[config.mk]
export PLATFORM = sky130hd
export DESIGN_NAME = alu_issue_unit_flat
export DESIGN_NICKNAME = d
export VERILOG_FILES = /design/src/rtl/alu_issue_unit_if.sv /design/src/rtl/alu_issue_unit.sv /design/src/flat_wrapper.sv
export SDC_FILE = /design/constraint.sdc
export NUM_CORES = 1
export LEC_CHECK = 0
export BUFFER_PORTS_ARGS = -buffer_cell sky130_fd_sc_hd__buf_2
export CORE_AREA = 2 2 369 371
export DETAILED_ROUTE_END_ITERATION = 10
export DIE_AREA = 0 0 371 373
export PLACE_DENSITY_LB_ADDON = 0.3
export SLEW_MARGIN = 5
export SYNTH_ARGS = -nofsm -noshare
export SYNTH_HDL_FRONTEND = slang
export SYNTH_SLANG_ARGS = --single-unit
[constraint.sdc]
create_clock -name clk -period 3.4 [get_ports clk]
set_input_delay 0.17 -clock clk [delete_from_list [all_inputs] [get_ports clk]]
set_output_delay 0.17 -clock clk [all_outputs]
set_load 0.01 [all_outputs]
[src/rtl/alu_issue_unit_if.sv]
// Shared types and the RS <-> issue-unit bus for the ALU issue back end.
// The package carries the RS entry, broadcast record and opcode enums so that
// the reservation station, the issue unit and the bench agree on one layout.
package alu_issue_pkg;

   typedef enum logic [2:0] {
      ALU_ADD = 3'd0,
      ALU_SUB = 3'd1,
      ALU_SLL = 3'd2,
      ALU_SRL = 3'd3,
      ALU_SRA = 3'd4,
      ALU_XOR = 3'd5,
      ALU_OR  = 3'd6,
      ALU_AND = 3'd7
   } alu_ops;

   typedef enum logic [2:0] {
      CMP_BEQ  = 3'd0,
      CMP_BNE  = 3'd1,
      CMP_BLT  = 3'd2,
      CMP_BGE  = 3'd3,
      CMP_BLTU = 3'd4,
      CMP_BGEU = 3'd5
   } cmp_ops;

   typedef struct packed {
      logic [3:0]  tag;
      logic [31:0] r1;
      logic [31:0] r2;
      alu_ops      alu_opcode;
      cmp_ops      cmp_opcode;
      logic        valid;
   } rs_t;

   typedef struct packed {
      logic        rdy;
      logic [3:0]  tag;
      logic [31:0] data;
   } sal_t;

endpackage

interface alu_issue_if #(
   parameter int unsigned size = 8
);
   import alu_issue_pkg::*;

   rs_t              rs_data       [size];
   logic             acu_operation [size];
   logic [size-1:0]  ready;
   sal_t             broadcast_bus [size];
   logic             cdb_valid;
   logic [3:0]       cdb_tag;
   logic [31:0]      cdb_data;
   logic [size-1:0]  in_flight;

   // Reservation-station side: offers entries, consumes completions.
   modport master (
      output rs_data, acu_operation, ready,
      input  broadcast_bus, cdb_valid, cdb_tag, cdb_data, in_flight
   );

   // Issue-unit side.
   modport slave (
      input  rs_data, acu_operation, ready,
      output broadcast_bus, cdb_valid, cdb_tag, cdb_data, in_flight
   );

endinterface

[src/rtl/alu_issue_unit.sv]
// alu_issue_unit: picks one ready RS entry per cycle, executes it in a
// two-stage pipeline (S1 issue register, S2 execute register) and broadcasts
// the result to the RS slot and the ROB result port in the following cycle.
// Optional build macro ALU_ISSUE_RR_EN: round-robin select instead of fixed
// lowest-index priority.
module alu_issue_unit
   import alu_issue_pkg::*;
#(
   parameter int unsigned size     = 8,
   parameter int unsigned rob_size = 8
) (
   input  logic        clk,
   input  logic        rst,
   input  logic        flush,
   alu_issue_if.slave  bus
);

   localparam int unsigned DATA_W = 32;
   localparam int unsigned TAG_W  = 4;
   localparam int unsigned IDX_W  = (size > 1) ? $clog2(size) : 1;

   // The ROB tag is a fixed 4-bit field; a larger ROB cannot be addressed.
   if (rob_size > (1 << TAG_W)) begin : g_rob_size_check
      $error("alu_issue_unit: rob_size exceeds the 4-bit tag range");
   end

   function automatic logic [DATA_W-1:0] alu_exec(
      input alu_ops            op,
      input logic [DATA_W-1:0] a,
      input logic [DATA_W-1:0] b
   );
      logic signed [DATA_W-1:0] a_s;
      logic [4:0]               sh;
      a_s = a;
      sh  = b[4:0];
      case (op)
         ALU_ADD: return a + b;
         ALU_SUB: return a - b;
         ALU_SLL: return a << sh;
         ALU_SRL: return a >> sh;
         ALU_SRA: return a_s >>> sh;
         ALU_XOR: return a ^ b;
         ALU_OR:  return a | b;
         ALU_AND: return a & b;
         default: return '0;
      endcase
   endfunction

   function automatic logic [DATA_W-1:0] cmp_exec(
      input cmp_ops            op,
      input logic [DATA_W-1:0] a,
      input logic [DATA_W-1:0] b
   );
      logic signed [DATA_W-1:0] a_s;
      logic signed [DATA_W-1:0] b_s;
      logic                     c;
      a_s = a;
      b_s = b;
      case (op)
         CMP_BEQ:  c = (a == b);
         CMP_BNE:  c = (a != b);
         CMP_BLT:  c = (a_s <  b_s);
         CMP_BGE:  c = (a_s >= b_s);
         CMP_BLTU: c = (a <  b);
         CMP_BGEU: c = (a >= b);
         default:  c = 1'b0;
      endcase
      return {{(DATA_W-1){1'b0}}, c};
   endfunction

   // Control state
   logic               vld_p1_q;
   logic               vld_p2_q;
   logic [size-1:0]    in_flight_q;
   logic [size-1:0]    in_flight_d;

   // S1 data
   logic [IDX_W-1:0]   idx_p1_q;
   logic [TAG_W-1:0]   tag_p1_q;
   logic [DATA_W-1:0]  r1_p1_q;
   logic [DATA_W-1:0]  r2_p1_q;
   alu_ops             alu_op_p1_q;
   cmp_ops             cmp_op_p1_q;
   logic               acu_p1_q;

   // S2 data
   logic [IDX_W-1:0]   idx_p2_q;
   logic [TAG_W-1:0]   tag_p2_q;
   logic [DATA_W-1:0]  res_p2_q;

   logic [size-1:0]    elig;
   logic               issue;
   logic [IDX_W-1:0]   sel_idx;

`ifdef ALU_ISSUE_RR_EN
   logic [IDX_W-1:0]   ptr_q;
   logic [IDX_W-1:0]   ptr_d;

   // Round-robin select: first eligible entry at or after the pointer.
   always_comb begin
      int k;
      issue   = 1'b0;
      sel_idx = '0;
      k       = 0;
      for (int i = 0; i < size; i++) begin
         elig[i] = bus.ready[i] & bus.rs_data[i].valid & ~in_flight_q[i];
      end
      // Walk from farthest to nearest so the nearest eligible entry wins.
      for (int j = int'(size) - 1; j >= 0; j--) begin
         k = (int'(ptr_q) + j) % int'(size);
         if (elig[k]) begin
            issue   = 1'b1;
            sel_idx = IDX_W'(k);
         end
      end
      ptr_d = ptr_q;
      if (issue) begin
         ptr_d = (int'(sel_idx) == int'(size) - 1) ? '0 : sel_idx + 1'b1;
      end
   end

   // Pointer advances past the entry just issued; held when idle.
   always_ff @(posedge clk) begin
      if (rst || flush) begin
         ptr_q <= '0;
      end else begin
         ptr_q <= ptr_d;
      end
   end
`else
   // Fixed-priority select: lowest eligible index wins.
   always_comb begin
      issue   = 1'b0;
      sel_idx = '0;
      for (int i = 0; i < size; i++) begin
         elig[i] = bus.ready[i] & bus.rs_data[i].valid & ~in_flight_q[i];
      end
      for (int i = int'(size) - 1; i >= 0; i--) begin
         if (elig[i]) begin
            issue   = 1'b1;
            sel_idx = IDX_W'(i);
         end
      end
   end
`endif

   // In-flight bookkeeping: the S2 clear is applied first so a same-index
   // issue in the same cycle leaves the bit set.
   always_comb begin
      in_flight_d = in_flight_q;
      if (vld_p2_q) begin
         in_flight_d[idx_p2_q] = 1'b0;
      end
      if (issue) begin
         in_flight_d[sel_idx] = 1'b1;
      end
   end

   // Stage valids and in-flight mask; reset/flush drop everything in flight.
   always_ff @(posedge clk) begin
      if (rst || flush) begin
         vld_p1_q    <= 1'b0;
         vld_p2_q    <= 1'b0;
         in_flight_q <= '0;
      end else begin
         vld_p1_q    <= issue;
         vld_p2_q    <= vld_p1_q;
         in_flight_q <= in_flight_d;
      end
   end

   // ---- p0 -> p1: capture operands of the selected entry at issue ----
   always_ff @(posedge clk) begin
      if (issue) begin
         idx_p1_q    <= sel_idx;
         tag_p1_q    <= bus.rs_data[sel_idx].tag;
         r1_p1_q     <= bus.rs_data[sel_idx].r1;
         r2_p1_q     <= bus.rs_data[sel_idx].r2;
         alu_op_p1_q <= bus.rs_data[sel_idx].alu_opcode;
         cmp_op_p1_q <= bus.rs_data[sel_idx].cmp_opcode;
         acu_p1_q    <= bus.acu_operation[sel_idx];
      end
   end

   // ---- p1 -> p2: execute and register the result ----
   always_ff @(posedge clk) begin
      idx_p2_q <= idx_p1_q;
      tag_p2_q <= tag_p1_q;
      res_p2_q <= acu_p1_q ? cmp_exec(cmp_op_p1_q, r1_p1_q, r2_p1_q)
                           : alu_exec(alu_op_p1_q, r1_p1_q, r2_p1_q);
   end

   // ---- p2 outputs: one-cycle broadcast, data forced to zero when idle ----
   always_comb begin
      for (int i = 0; i < size; i++) begin
         bus.broadcast_bus[i] = '0;
         if (vld_p2_q && (idx_p2_q == IDX_W'(i))) begin
            bus.broadcast_bus[i].rdy  = 1'b1;
            bus.broadcast_bus[i].tag  = tag_p2_q;
            bus.broadcast_bus[i].data = res_p2_q;
         end
      end
      bus.cdb_valid = vld_p2_q;
      bus.cdb_tag   = vld_p2_q ? tag_p2_q : '0;
      bus.cdb_data  = vld_p2_q ? res_p2_q : '0;
      bus.in_flight = in_flight_q;
   end

endmodule

[src/flat_wrapper.sv]
// flat-port wrapper written by rule: the top's interface ports become plain ports
module alu_issue_unit_flat import alu_issue_pkg::*;
#(
   parameter int unsigned size     = 8,
   parameter int unsigned rob_size = 8
)
  (clk, rst, flush, bus_rs_data, bus_acu_operation, bus_ready, bus_broadcast_bus, bus_cdb_valid, bus_cdb_tag, bus_cdb_data, bus_in_flight);
  alu_issue_if #(.size(size)) bus_i ();
  input  logic clk;
  input  logic rst;
  input  logic flush;
  input wire logic [$bits(bus_i.rs_data)-1:0] bus_rs_data;
  input wire logic [$bits(bus_i.acu_operation)-1:0] bus_acu_operation;
  input wire logic [$bits(bus_i.ready)-1:0] bus_ready;
  output wire logic [$bits(bus_i.broadcast_bus)-1:0] bus_broadcast_bus;
  output wire logic [$bits(bus_i.cdb_valid)-1:0] bus_cdb_valid;
  output wire logic [$bits(bus_i.cdb_tag)-1:0] bus_cdb_tag;
  output wire logic [$bits(bus_i.cdb_data)-1:0] bus_cdb_data;
  output wire logic [$bits(bus_i.in_flight)-1:0] bus_in_flight;
  assign bus_i.rs_data = {>>{bus_rs_data}};
  assign bus_i.acu_operation = {>>{bus_acu_operation}};
  assign bus_i.ready = bus_ready;
  assign bus_broadcast_bus = {>>{bus_i.broadcast_bus}};
  assign bus_cdb_valid = bus_i.cdb_valid;
  assign bus_cdb_tag = bus_i.cdb_tag;
  assign bus_cdb_data = bus_i.cdb_data;
  assign bus_in_flight = bus_i.in_flight;
  alu_issue_unit #(.size(size), .rob_size(rob_size)) u_core (.clk(clk), .rst(rst), .flush(flush), .bus(bus_i));
endmodule
==> impl_results.md <==
* Switching share of total power at 53.6%
* Finished Cell Area at 29600 sq um
* Crit end category: flip-flop
* Final nets at 4735
* Final ANT Viol Nets at 0
* Width of the die at 371 microns
* Max Buffers Root-to-Sink at 2
* Core Region at 135000 sq um
* Global route overflow at 0
* Layout cell share with drive strength beyond 1 at 36.3%
* WS Path Type: flip-flop to flip-flop
* Logic gate share of total power at 68.8%
* Root Buffer: clkbuf_16
* WL per Instance at 25.8 microns
* WP data required at 3.78 ns
* CTS tree: built
* Power Density at 578 nW/um^2
* Yosys cell types at 93
* Residual DRC at 0
* Internal power at 7.94 mW
* First-pass GRT wire length at 202 mm
* Crit Path Max Fanout at 11
* Initial Utilization at 15.0%
* CTS buffer count at 17
* Syn_nets at 3657
* Peak supply drop at 404 uV
* All-layer global routing usage at 20.6%
* Pleak at 14.5 nW
* Mean Syn Cell Area at 6.88 sq um
* I/O Buffers at 959
* Register area share after synthesis at 16.4%
* Routed WL at 150 mm
* Yosys warns at 0
* Final cell count without fillers at 5825
* # placed instances at 5778
* Top cells by count, synth: nand2_1, a21oi_1, and2_1
* Die ar. at 138000 sq um
* Die height at 373 microns
* Total Neg Setup Slack at 0 ns
* Worst-path clk slew at 0.08 ns
* Worst Path Arrival at 3.76 ns
* Routability cong. at 0.993
* HP Class: input port to flip-flop
* Mapped cell area at 20200 sq um
* Core Rows at 135
* Area leader, netlist: nand2_1
* Skew-Pair Late Insertion Delay at 0.51 ns
* Count leader, synth: nand2_1
* DR pass1 iterations at 6
* Least-Margin Pin Slew at 1.16 ns
* Hold Buf Count CTS at 0
* Number of synthesized flops with an enable pin at 78
* Vias at 27471
* Fmax achieved at 0.296 GHz
* DP HPWL at 125 mm
* Final period util at 99.3%
* H-tree lvl count at 4
* Startpoint types: flip-flop
* Largest net degree at the start of global routing at 79
* RSZ-0062 raised after global routing: false
* Sw Pwr at 9.17 mW
* Slowest cell on crit path: edfxtp_1
* Clock network power share at 11.6%
* Sink Count at 127
* Share of the synthesized area in the top cell type at 13.2%
* Iteration-0 DRC Markers at 2807
* Final core occ at 22.0%
* Ys async rst share at 0%
* Vias per cell at 4.72
* Placed cell areas at 28900 sq um
* Max Cap Violations at 0
* Final setup fails at 0
* Sequential share of power at 19.6%
* Vias in the first global route at 25561
* # IOs at 960
* Hold Vio Cnt, Final at 0
* Status: complete, no violations
* Flops & latches, synth at 127
* Final min period at 3.38 ns
* Final slew viol count at 0
* Initial antenna violation count at 27
* Worst path max stage delay at 0.77 ns
* Fin Clk Skew at 0.0301 ns
* Cell breakdown of the critical path: mux2_2, mux2i_1, a21oi_1, a21oi_1, buf_4, o21ai_0, a221oi_1, buf_4, a221oi_2
* Fill cell count at 15435
* Dominant cells by area after synthesis: nand2_1, edfxtp_1, and2_1, a21oi_1, mux4_2
* Synth Flop Type: edfxtp_1
* Rel. slew slack at 22.4%
* P&R area growth vs syn at 46.3%
* Post-Synthesis Cells at 2939
==> metal layers <==
layer,GRT usage (%),routed length (microns)
met5,0,115
met4,10.8,8600
met3,4.32,11500
met2,33.2,69200
met1,25.7,60700
==> power groups by stage <==
stage	combinational, mW	clock, mW	sequential (mW)
3_3_place_gp	11.6	0	3.37
6_report	11.8	1.99	3.35
3_5_place_dp	11.5	0	3.39
2_1_floorplan	6.21	0	2.53
4_1_cts	11.5	2.07	3.36
5_1_grt	12.4	2.09	3.39
==> kinds of logic (layout without fill, tap and decap cells) <==
kind of cell,count (synthesis),in the layout,synth area share (%)
compound gates,741,741,22.1
simple gates,1453,1453,34.7
xor+xnor,30,30,1.30
flops,127,127,16.4
fa+ha+maj,99,99,6.20
other cells,0,14,0
buf+inv,347,1438,7.64
mux,142,142,11.7
==> registers in the layout (all words and copies together), names as in the netlist <==
name	count
u_core.cmp_op_p1_q	3
u_core.alu_op_p1_q	3
u_core.idx_p1_q	3
u_core.idx_p2_q	3
u_core.r1_p1_q	32
u_core.bus.in_flight	8
u_core.tag_p1_q	4
u_core.bus.cdb_valid	1
u_core.vld_p1_q	1
u_core.res_p2_q	32
u_core.r2_p1_q	32
u_core.tag_p2_q	4
u_core.acu_p1_q	1
==> stage by stage <==
stage                     setup slack (ns)  total power [mW]  hold WS, ns
after floorplan                    0.00388              8.74        0.323
after global placement              0.0730              15.0        0.325
after detailed placement            0.0576              14.9        0.328
after CTS                           0.0422              17.0       0.0560
after global routing               0.00926              17.9        0.117
final                               0.0247              17.1       0.0869
==> layout by cell type, fill, tap and decap left out, types with 10 or more instances in the layout <==
cell type and instances:
mux4_1 10, buf_2 959, a211oi_1 27, a21oi_1 402
a21o_1 15, nand4_1 10, mux2i_1 62, o22ai_1 34
mux4_2 61, ha_1 95, nand2_1 706, a31oi_1 21
or3_1 14, inv_1 103, o211ai_1 20, nor3_1 38
clkbuf_16 20, nor2_1 150, nand2b_1 15, dfxtp_1 49
diode_2 14, xnor2_1 25, and2_1 328, o31ai_1 11
buf_12 17, nand3_1 33, edfxtp_1 78, a22oi_1 10
or4_1 75, nor2b_1 19, o21ai_0 79, a221oi_1 17
buf_4 323
==> final timing paths <==
check / cells past startpoint / to / startpoint / slack [ns]
setup reg to reg: 9 / u_core.res_p2_q[0] / u_core.r1_p1_q[30] / 0.02
setup / recovery: 9 / u_core.res_p2_q[0] / u_core.r1_p1_q[30] / 0.02
hold / removal: 4 / u_core.r1_p1_q[30] / bus_rs_data[219] / 0.09
hold reg to reg: 0 / u_core.tag_p2_q[1] / u_core.tag_p1_q[1] / 0.34
==> worst max-delay path, delay by kind of cell (launching register included) <==
kind	cells	cell delay (ns)
buffers and inverters	2	0.41
muxes	2	0.75
AOI/OAI and AO/OA	5	1.27
DFF	1	0.77
==> layout make-up <==
class	count	area, sq um	share of cell area (%)
clock inverter	11	87.6	0.296
tap	1781	2230	7.53
multi-input combinational	2465	15500	52.2
sequential	127	3320	11.2
clock buffer	21	504	1.70
inverter	107	409	1.38
antenna	14	35.0	0.118
timing repair buffer	1299	7560	25.6
==> repair_timing <==
action | CTS | global route
endpoints found under the setup margin | 0 | 10
resized for setup | 0 | 10
buffers inserted | 0 | 1
endpoints found under the hold margin | 0 | 0
Note: power is estimated with default switching activity, not from simulation.
